===== src/rtl/alu_operand_sequencer.sv =====
// rtl/alu_operand_sequencer.sv - debounced three-press operand/opcode capture with valid/ack issue
// Two bouncy active-low keys step operand A, operand B and opcode capture, then offer the op downstream.
module alu_operand_sequencer #(
   parameter int DEBOUNCE_CYCLES = 500000,
   parameter int CNT_W           = 20
) (
   input  logic        CLK,
   input  logic        nRST,
   input  logic [15:0] sw_data,
   input  logic        sw_sext,
   input  logic        key_adv_n,
   input  logic        key_clr_n,
   input  logic        op_ack,
   output logic [31:0] port_a,
   output logic [31:0] port_b,
   output logic [3:0]  aluop,
   output logic        op_valid,
   output logic [1:0]  state_o
);

   typedef enum logic [1:0] {
      LOAD_A  = 2'd0,
      LOAD_B  = 2'd1,
      LOAD_OP = 2'd2,
      ISSUE   = 2'd3
   } state_t;

   localparam logic [CNT_W-1:0] CNT_LAST = CNT_W'(DEBOUNCE_CYCLES - 1);

   // Bit 0 is the advance key, bit 1 the clear key.
   logic [1:0]       keys;
   logic [1:0]       sync1;
   logic [1:0]       sync2;
   logic [1:0]       deb;
   logic [1:0]       press;
   logic [CNT_W-1:0] cnt [2];

   assign keys = {key_clr_n, key_adv_n};

   always_ff @(posedge CLK or negedge nRST) begin
      if (!nRST) begin
         sync1  <= 2'b11;
         sync2  <= 2'b11;
         deb    <= 2'b11;
         press  <= 2'b00;
         cnt[0] <= '0;
         cnt[1] <= '0;
      end else begin
         sync1 <= keys;
         sync2 <= sync1;
         for (int k = 0; k < 2; k++) begin
            press[k] <= 1'b0;
            if (sync2[k] == deb[k]) begin
               cnt[k] <= '0;
            end else if (cnt[k] == CNT_LAST) begin
               cnt[k] <= '0;
               deb[k] <= sync2[k];
               // Only a settled 1->0 change is an event; a settled release is silent.
               press[k] <= ~sync2[k];
            end else begin
               cnt[k] <= cnt[k] + CNT_W'(1);
            end
         end
      end
   end

   logic        adv_press;
   logic        clr_press;
   logic [31:0] operand;

   assign adv_press = press[0];
   assign clr_press = press[1];
   assign operand   = {sw_sext ? 16'hffff : 16'h0000, sw_data};

   state_t      state;
   state_t      state_nx;
   logic [31:0] a_nx;
   logic [31:0] b_nx;
   logic [3:0]  op_nx;
   logic        valid_nx;

   always_comb begin
      state_nx = state;
      a_nx     = port_a;
      b_nx     = port_b;
      op_nx    = aluop;
      valid_nx = op_valid;
      if (clr_press) begin
         state_nx = LOAD_A;
         a_nx     = '0;
         b_nx     = '0;
         op_nx    = '0;
         valid_nx = 1'b0;
      end else begin
         case (state)
            LOAD_A: begin
               if (adv_press) begin
                  a_nx     = operand;
                  state_nx = LOAD_B;
               end
            end
            LOAD_B: begin
               if (adv_press) begin
                  b_nx     = operand;
                  state_nx = LOAD_OP;
               end
            end
            LOAD_OP: begin
               if (adv_press) begin
                  op_nx    = sw_data[3:0];
                  valid_nx = 1'b1;
                  state_nx = ISSUE;
               end
            end
            ISSUE: begin
               // Advance presses here are dropped; operands stay visible after ack.
               if (op_ack) begin
                  valid_nx = 1'b0;
                  state_nx = LOAD_A;
               end
            end
            default: state_nx = LOAD_A;
         endcase
      end
   end

   always_ff @(posedge CLK or negedge nRST) begin
      if (!nRST) begin
         state    <= LOAD_A;
         port_a   <= '0;
         port_b   <= '0;
         aluop    <= '0;
         op_valid <= 1'b0;
      end else begin
         state    <= state_nx;
         port_a   <= a_nx;
         port_b   <= b_nx;
         aluop    <= op_nx;
         op_valid <= valid_nx;
      end
   end

   assign state_o = state;

endmodule

===== config.mk =====
export PLATFORM = sky130hd
export DESIGN_NAME = alu_operand_sequencer
export DESIGN_NICKNAME = d
export VERILOG_FILES = /design/src/rtl/alu_operand_sequencer.sv
export SDC_FILE = /design/constraint.sdc
export NUM_CORES = 1
export LEC_CHECK = 0
export CAP_MARGIN = 20
export CORE_ASPECT_RATIO = 1.1
export CORE_UTILIZATION = 50
export CTS_BUF_LIST = sky130_fd_sc_hd__clkbuf_4 sky130_fd_sc_hd__clkbuf_8
export CTS_CLUSTER_DIAMETER = 80
export DETAILED_ROUTE_END_ITERATION = 10
export GPL_TIMING_DRIVEN = 0
export PLACE_DENSITY = 0.79
export SLEW_MARGIN = 5
export SYNTH_ARGS = -nofsm -noshare
export SYNTH_HDL_FRONTEND = slang
export SYNTH_SLANG_ARGS = --single-unit

===== constraint.sdc =====
create_clock -name CLK -period 2.2 [get_ports CLK]
set_input_delay 0.33 -clock CLK [delete_from_list [all_inputs] [get_ports CLK]]
set_output_delay 0.33 -clock CLK [all_outputs]
set_load 0.02 [all_outputs]

---- After elaboration in Yosys (flattened, before gate mapping) ----
Index checks and enable logic that the tools add are counted.
cells by class
  $add $sub $neg .......................... 2
  eq/ne operators ......................... 11
  multiplexer cells ....................... 27
  bitwise logic cells ..................... 4
  reduce and logical (&&, ||, !) cells .... 13
operators with widths
  kind                                                                      count
  32-bit two-way mux                                                        5
  20-bit two-way mux                                                        4
  20-bit by 1-bit adder with 20-bit output (second input constant)          2
  20-bit by 19-bit equality test with 1-bit output (second input constant)  2
  16-bit two-way mux                                                        1
  4-bit two-way mux                                                         3
  3-bit inequality test (second input constant)                             4
  2-bit two-way mux                                                         5
  2-bit AND reduction                                                       5
  2-bit case mux with 4 select lines                                        1
  2-bit nonzero test                                                        4
  1-bit two-way mux                                                         7
  2-bit equality test (second input constant)                               2
  1-bit inverter                                                            4
  4-bit AND reduction                                                       1
  3-bit AND reduction                                                       1
  3-bit nonzero test                                                        1
  1-bit equality test                                                       2
  2-bit by 1-bit equality test with 1-bit output (second input constant)    1
  2-bit zero test                                                           1
  1-bit case mux with 2 select lines                                        1
word-level totals
  register bits after elaboration ......... 119
  input port bits ......................... 22
  output and inout bits ................... 71
  logic and storage cells ................. 69

---- Logic depth before layout (Yosys ltp) ----
  word-level depth ........................ 4
  gate-level depth with buffers ........... 7
  gate-level depth less buffers ........... 6

---- Least setup slack after synthesis ----
No wires, ideal clock.
  path kind ............................... register to register
  from .................................... reg cnt[0] (netlist name)
  to ...................................... reg cnt[18] (netlist name)
  setup time .............................. 0.078 ns
  arrival ................................. 1.802 ns
  data required time ...................... 2.122 ns
  path slack .............................. 0.320 ns
  cell stages (with the launch flop) ...... 6
  buffers on the path ..................... 0
  clock period less this slack ............ 1.880 ns
  cell sequence ........................... dfrtp_1 > ha_1 > nand4_2 > or3_2 > or4_1 > a21oi_1
on the way
  longest elaborated chain between the ends .. 3
  elaborated cells between the ends (all ways) .. 4
  classes of those cells .................. 1 x add/sub; 1 x eq/ne; 2 x mux
RTL lines
  what                                                                                                          RTL line  text
  start, declared                                                                                               36        logic [CNT_W-1:0] cnt [2];
  start signal, assigned by index                                                                               61        cnt[k] <= cnt[k] + CNT_W'(1);
  20-bit by 1-bit adder with 20-bit output or 20-bit by 19-bit equality test with 1-bit output (tied branches)  61, 55
  20-bit two-way mux *                                                                                          55        end else if (cnt[k] == CNT_LAST) begin
  20-bit two-way mux *                                                                                          53        if (sync2[k] == deb[k]) begin
Mark *: on every way between the ends. The rest lies on a longest branch, timed or not.
A chain may end at the register's enable or synchronous reset.

==> flow_results.xml <==
<?xml version="1.0" encoding="UTF-8"?>
<metrics>
  <group name="yosys">
    <metric name="synth.top_cell.area_share" unit="%">48.78</metric>
    <metric name="count_of_flip_flops_with_a_built_in_enable_after_synthesis" unit="">0</metric>
    <metric name="muxShareOfSynthArea" unit="%">1.029</metric>
    <metric name="adder_and_majority_cell_fraction_of_the_synthesized_area" unit="%">1.763</metric>
    <metric name="synth_compound_gate_area_share" unit="%">8.140</metric>
    <metric name="post_synth_inst_count" unit="">450</metric>
    <metric name="yosysTopAreaCell" unit="">sky130_fd_sc_hd__dfrtp_1</metric>
    <metric name="main_combinational_cell_family_by_area_after_synthesis" unit="">simple AND/OR/NAND/NOR gates</metric>
    <metric name="yosys_most_used_dff" unit="">sky130_fd_sc_hd__dfrtp_1</metric>
    <metric name="syn-cell-area" unit="µm²">4258</metric>
    <metric name="synth-seq-area-share" unit="%">52.48</metric>
    <metric name="mappedNetlistNets" unit="">478</metric>
    <metric name="synthTopCellsByCount" unit="">90 x sky130_fd_sc_hd__nand2_1, 83 x sky130_fd_sc_hd__dfrtp_1, 49 x sky130_fd_sc_hd__a21oi_1</metric>
    <metric name="synth-seq-cells" unit="">89</metric>
    <metric name="synth-warning-count" unit="">0</metric>
    <metric name="yosysUniqueCellTypes" unit="">42</metric>
    <metric name="synth_top_cells_by_area" unit="">sky130_fd_sc_hd__dfrtp_1 49%, sky130_fd_sc_hd__nand2_1 7.9%, sky130_fd_sc_hd__a21oi_1 5.8%, sky130_fd_sc_hd__buf_4 5.3%, sky130_fd_sc_hd__xnor2_1 4.7%</metric>
    <metric name="synth_xor_xnor_area_share" unit="%">5.760</metric>
    <metric name="syn-mean-instance-area" unit="µm²">9.462</metric>
    <metric name="post_synth_and_or_nand_nor_area_fraction" unit="%">22.74</metric>
    <metric name="ys_async_rst_share" unit="%">100.0</metric>
    <metric name="yosys.cell_count.top_type" unit="">sky130_fd_sc_hd__nand2_1</metric>
  </group>
  <group name="die">
    <metric name="pin_count" unit="">93</metric>
    <metric name="die_height" unit="µm">98.79</metric>
    <metric name="core_region_area" unit="µm²">8083</metric>
    <metric name="floorplan.die_area" unit="µm²">8889</metric>
    <metric name="rows" unit="">34</metric>
    <metric name="die_width" unit="µm">89.99</metric>
    <metric name="start_util" unit="%">52.68</metric>
  </group>
  <group name="critical_path">
    <metric name="cp.required" unit="ns">1.87</metric>
    <metric name="start_kind" unit="">flop</metric>
    <metric name="cp_max_fo" unit="">17</metric>
    <metric name="slowest_delay" unit="ns">0.64</metric>
    <metric name="worstPathArrival" unit="ns">1.78</metric>
    <metric name="worst_setup_path_end_kind" unit="">output pin</metric>
    <metric name="critical_path.cell_chain" unit="">buf_4 &gt; clkdlybuf4s50_1</metric>
    <metric name="critical_path.slowest_cell" unit="">sky130_fd_sc_hd__dfrtp_1</metric>
    <metric name="path_class" unit="">flop to output pin</metric>
  </group>
  <group name="final_layout">
    <metric name="instances_no_fill" unit="">672</metric>
    <metric name="layout-drive-gt1-share" unit="%">13.30</metric>
    <metric name="insertedDiodeCount" unit="">0</metric>
    <metric name="area.growth.synth_to_final" unit="%">33.12</metric>
    <metric name="num-fill-cells" unit="">608</metric>
    <metric name="layout.cell_area.non_filler" unit="µm²">5668</metric>
    <metric name="area.sequential" unit="µm²">2236</metric>
    <metric name="footprint_of_the_multi_input_gates" unit="µm²">1699</metric>
    <metric name="finalNetCount" unit="">588</metric>
  </group>
  <group name="placed_design">
    <metric name="total_cell_area_at_the_placement_stage" unit="µm²">5339</metric>
    <metric name="placement.io_buffers" unit="">92</metric>
    <metric name="routabilityCongestion" unit="">0.8807</metric>
    <metric name="place_hpwl" unit="µm">6570</metric>
    <metric name="numPlacedInstances" unit="">651</metric>
  </group>
  <group name="status">
    <metric name="outcome" unit="">complete, no violations</metric>
  </group>
  <group name="timing">
    <metric name="slew_violations" unit="">0</metric>
    <metric name="timing.fmax" unit="MHz">474.3</metric>
    <metric name="period_needed" unit="ns">2.108</metric>
    <metric name="setup_viol" unit="">0</metric>
    <metric name="finalCritPeriodShare" unit="%">95.84</metric>
    <metric name="grt_setup_unrepaired" unit="">no</metric>
    <metric name="worst_margin_slew" unit="ns">0.5443</metric>
    <metric name="worst_clock_skew" unit="ns">0.009489</metric>
    <metric name="max-slew-margin-rel" unit="%">63.72</metric>
    <metric name="timing.final.hold_violations" unit="">0</metric>
  </group>
  <group name="grt">
    <metric name="grt_pass1_vias" unit="">3334</metric>
    <metric name="grt_max_degree" unit="">65</metric>
    <metric name="gr-usage-all-layers" unit="%">22.11</metric>
    <metric name="global_route_wire_length_before_repair" unit="µm">15780</metric>
    <metric name="grt_antenna_before_repair" unit="">0</metric>
    <metric name="grt.overflow.total" unit="">0</metric>
  </group>
  <group name="drt">
    <metric name="postRouteAntennaNets" unit="">0</metric>
    <metric name="route.detailed.vias_per_inst" unit="">5.235</metric>
    <metric name="route.detailed.drc" unit="">0</metric>
    <metric name="drt_iter0_markers" unit="">157</metric>
    <metric name="routed_wirelength" unit="µm">9266</metric>
    <metric name="dr_total_vias" unit="">3518</metric>
    <metric name="detailedRoute.firstPassIterationCount" unit="">4</metric>
    <metric name="wire_per_inst" unit="µm">13.79</metric>
  </group>
  <group name="power_and_ir_drop">
    <metric name="cellLeakagePower" unit="nW">2.374</metric>
    <metric name="powerDensity" unit="nW/µm²">570.8</metric>
    <metric name="ir_worst_vdd" unit="mV">0.4229</metric>
  </group>
  <group name="hold_path">
    <metric name="min-delay-path-class" unit="">flop to flop</metric>
  </group>
  <group name="clock_network">
    <metric name="ctsHtreeMaxLevel" unit="">3</metric>
    <metric name="cts_tree" unit="">yes</metric>
    <metric name="cts_made_buffers" unit="">9</metric>
    <metric name="clock_tree.root_cell" unit="">sky130_fd_sc_hd__clkbuf_8</metric>
    <metric name="clock_insertion_delay_at_the_later_pin_of_the_skew_report" unit="ns">0.36</metric>
    <metric name="cts_sinks" unit="">89</metric>
    <metric name="cts.clk_slew.worst_paths" unit="ns">0.09</metric>
    <metric name="cts_max_path_buffers" unit="">2</metric>
  </group>
  <group name="run">
    <metric name="count_of_max_cap_constraint_violations" unit="">0</metric>
  </group>
</metrics>
final cells by class:
| class | instances | area share [%] |
|---|---|---|
| Sequential cell | 89 | 39.45 |
| Multi-Input combinational cell | 300 | 29.98 |
| Buffer | 47 | 5.143 |
| Clock buffer | 10 | 2.318 |
| Clock inverter | 5 | 2.274 |
| Inverter | 14 | 0.9272 |
| Tap cell | 108 | 2.384 |
| Timing Repair Buffer | 99 | 17.53 |
worst paths after layout:
check                      slack (ns)  depth (start not counted)        from         end
setup / recovery                 0.09                          2  port_b[30]  port_b[27]
hold / removal                   0.36                          0    sync1[0]    sync2[0]
setup reg to reg                 0.15                          5      cnt[0]     cnt[18]
hold reg to reg                  0.36                          0    sync1[0]    sync2[0]
max in group asynchronous        1.13                          3        nRST      deb[1]
min in group asynchronous        0.42                          2        nRST     cnt[30]
report_power, final:
group	switching (W)	total (W)	internal, W
sequential	0.0000131	0.00166	0.00165
combinational	0.0000683	0.000126	0.0000579
clock	0.000568	0.00145	0.000878
total	0.000649	0.00324	0.00259
sequential cells by signal, indices dropped and copies added (netlist names):
signal    count
port_b       17
deb           2
cnt          40
aluop         4
op_valid      1
state_o       2
sync2         2
sync1         2
press         2
port_a       17
logic make-up after synthesis:
group,after synthesis
buf+inv,61
compound gates,62
fa+ha+maj,6
simple gates,200
mux,4
xor+xnor,28
flops,89
critical path, delay by kind of cell, from the launching register on:
kind                   cells  cell delay [ns]
buffers and inverters      2             0.79
DFF                        1             0.64
layout by cell type (no fill, tap or decap), types with 2 or more instances in the layout:
cell / n
sky130_fd_sc_hd__nand3_2: 2
sky130_fd_sc_hd__and2_1: 2
sky130_fd_sc_hd__clkdlybuf4s50_1: 91
sky130_fd_sc_hd__buf_2: 2
sky130_fd_sc_hd__a21oi_1: 49
sky130_fd_sc_hd__nor4_1: 6
sky130_fd_sc_hd__and3_1: 2
sky130_fd_sc_hd__bufinv_16: 4
sky130_fd_sc_hd__buf_4: 36
sky130_fd_sc_hd__inv_1: 14
sky130_fd_sc_hd__nor3_1: 8
sky130_fd_sc_hd__o21ai_0: 6
sky130_fd_sc_hd__mux2_2: 3
sky130_fd_sc_hd__ha_1: 6
sky130_fd_sc_hd__clkbuf_8: 9
sky130_fd_sc_hd__dfstp_2: 6
sky130_fd_sc_hd__xor2_1: 5
sky130_fd_sc_hd__dfrtp_1: 82
sky130_fd_sc_hd__nand3_1: 17
sky130_fd_sc_hd__nor4b_1: 3
sky130_fd_sc_hd__xnor2_1: 23
sky130_fd_sc_hd__o31ai_1: 3
sky130_fd_sc_hd__clkbuf_1: 15
sky130_fd_sc_hd__nor2_1: 38
sky130_fd_sc_hd__or3_1: 4
sky130_fd_sc_hd__and4_1: 2
sky130_fd_sc_hd__nand2_1: 90
sky130_fd_sc_hd__nand4_1: 7
sky130_fd_sc_hd__or4_1: 8
per-stage QoR:
stage | utilization, % | setup TNS [ns] | setup slack (ns) | hold WS (ns) | power (W)
after floorplan | - | 0 | 0.3201 | 0.03441 | 0.001723
after global placement | 65.74 | -198.54 | -2.299 | 0.3470 | 0.001808
after detailed placement | 66.05 | -1.111 | -0.1304 | 0.2600 | 0.001815
after CTS | 69.44 | 0 | 0.04295 | 0.3585 | 0.003252
after global routing | 70.12 | 0 | 0.006944 | 0.3679 | 0.003335
final | 70.12 | 0 | 0.09154 | 0.3577 | 0.003235
metal layers:
metal	vias up	routed length [µm]	GRT usage [%]
met5	-	0	0
met4	0	105	6.948
met3	8	660	6.404
met2	118	4405	35.68
met1	1681	4095	29.11
li1	1711	-	-
what timing repair did:
| item | 4_1_cts | 5_1_grt |
|---|---|---|
| pin swaps | 0 | 1 |
| endpoints found under the hold margin | 21 | 0 |
| buffers inserted | 0 | 5 |
| setup endpoints to repair | 10 | 37 |
| hold buffers | 1 | 0 |
| resized for setup | 1 | 3 |
No activity file was read; power rests on OpenSTA's default activity.
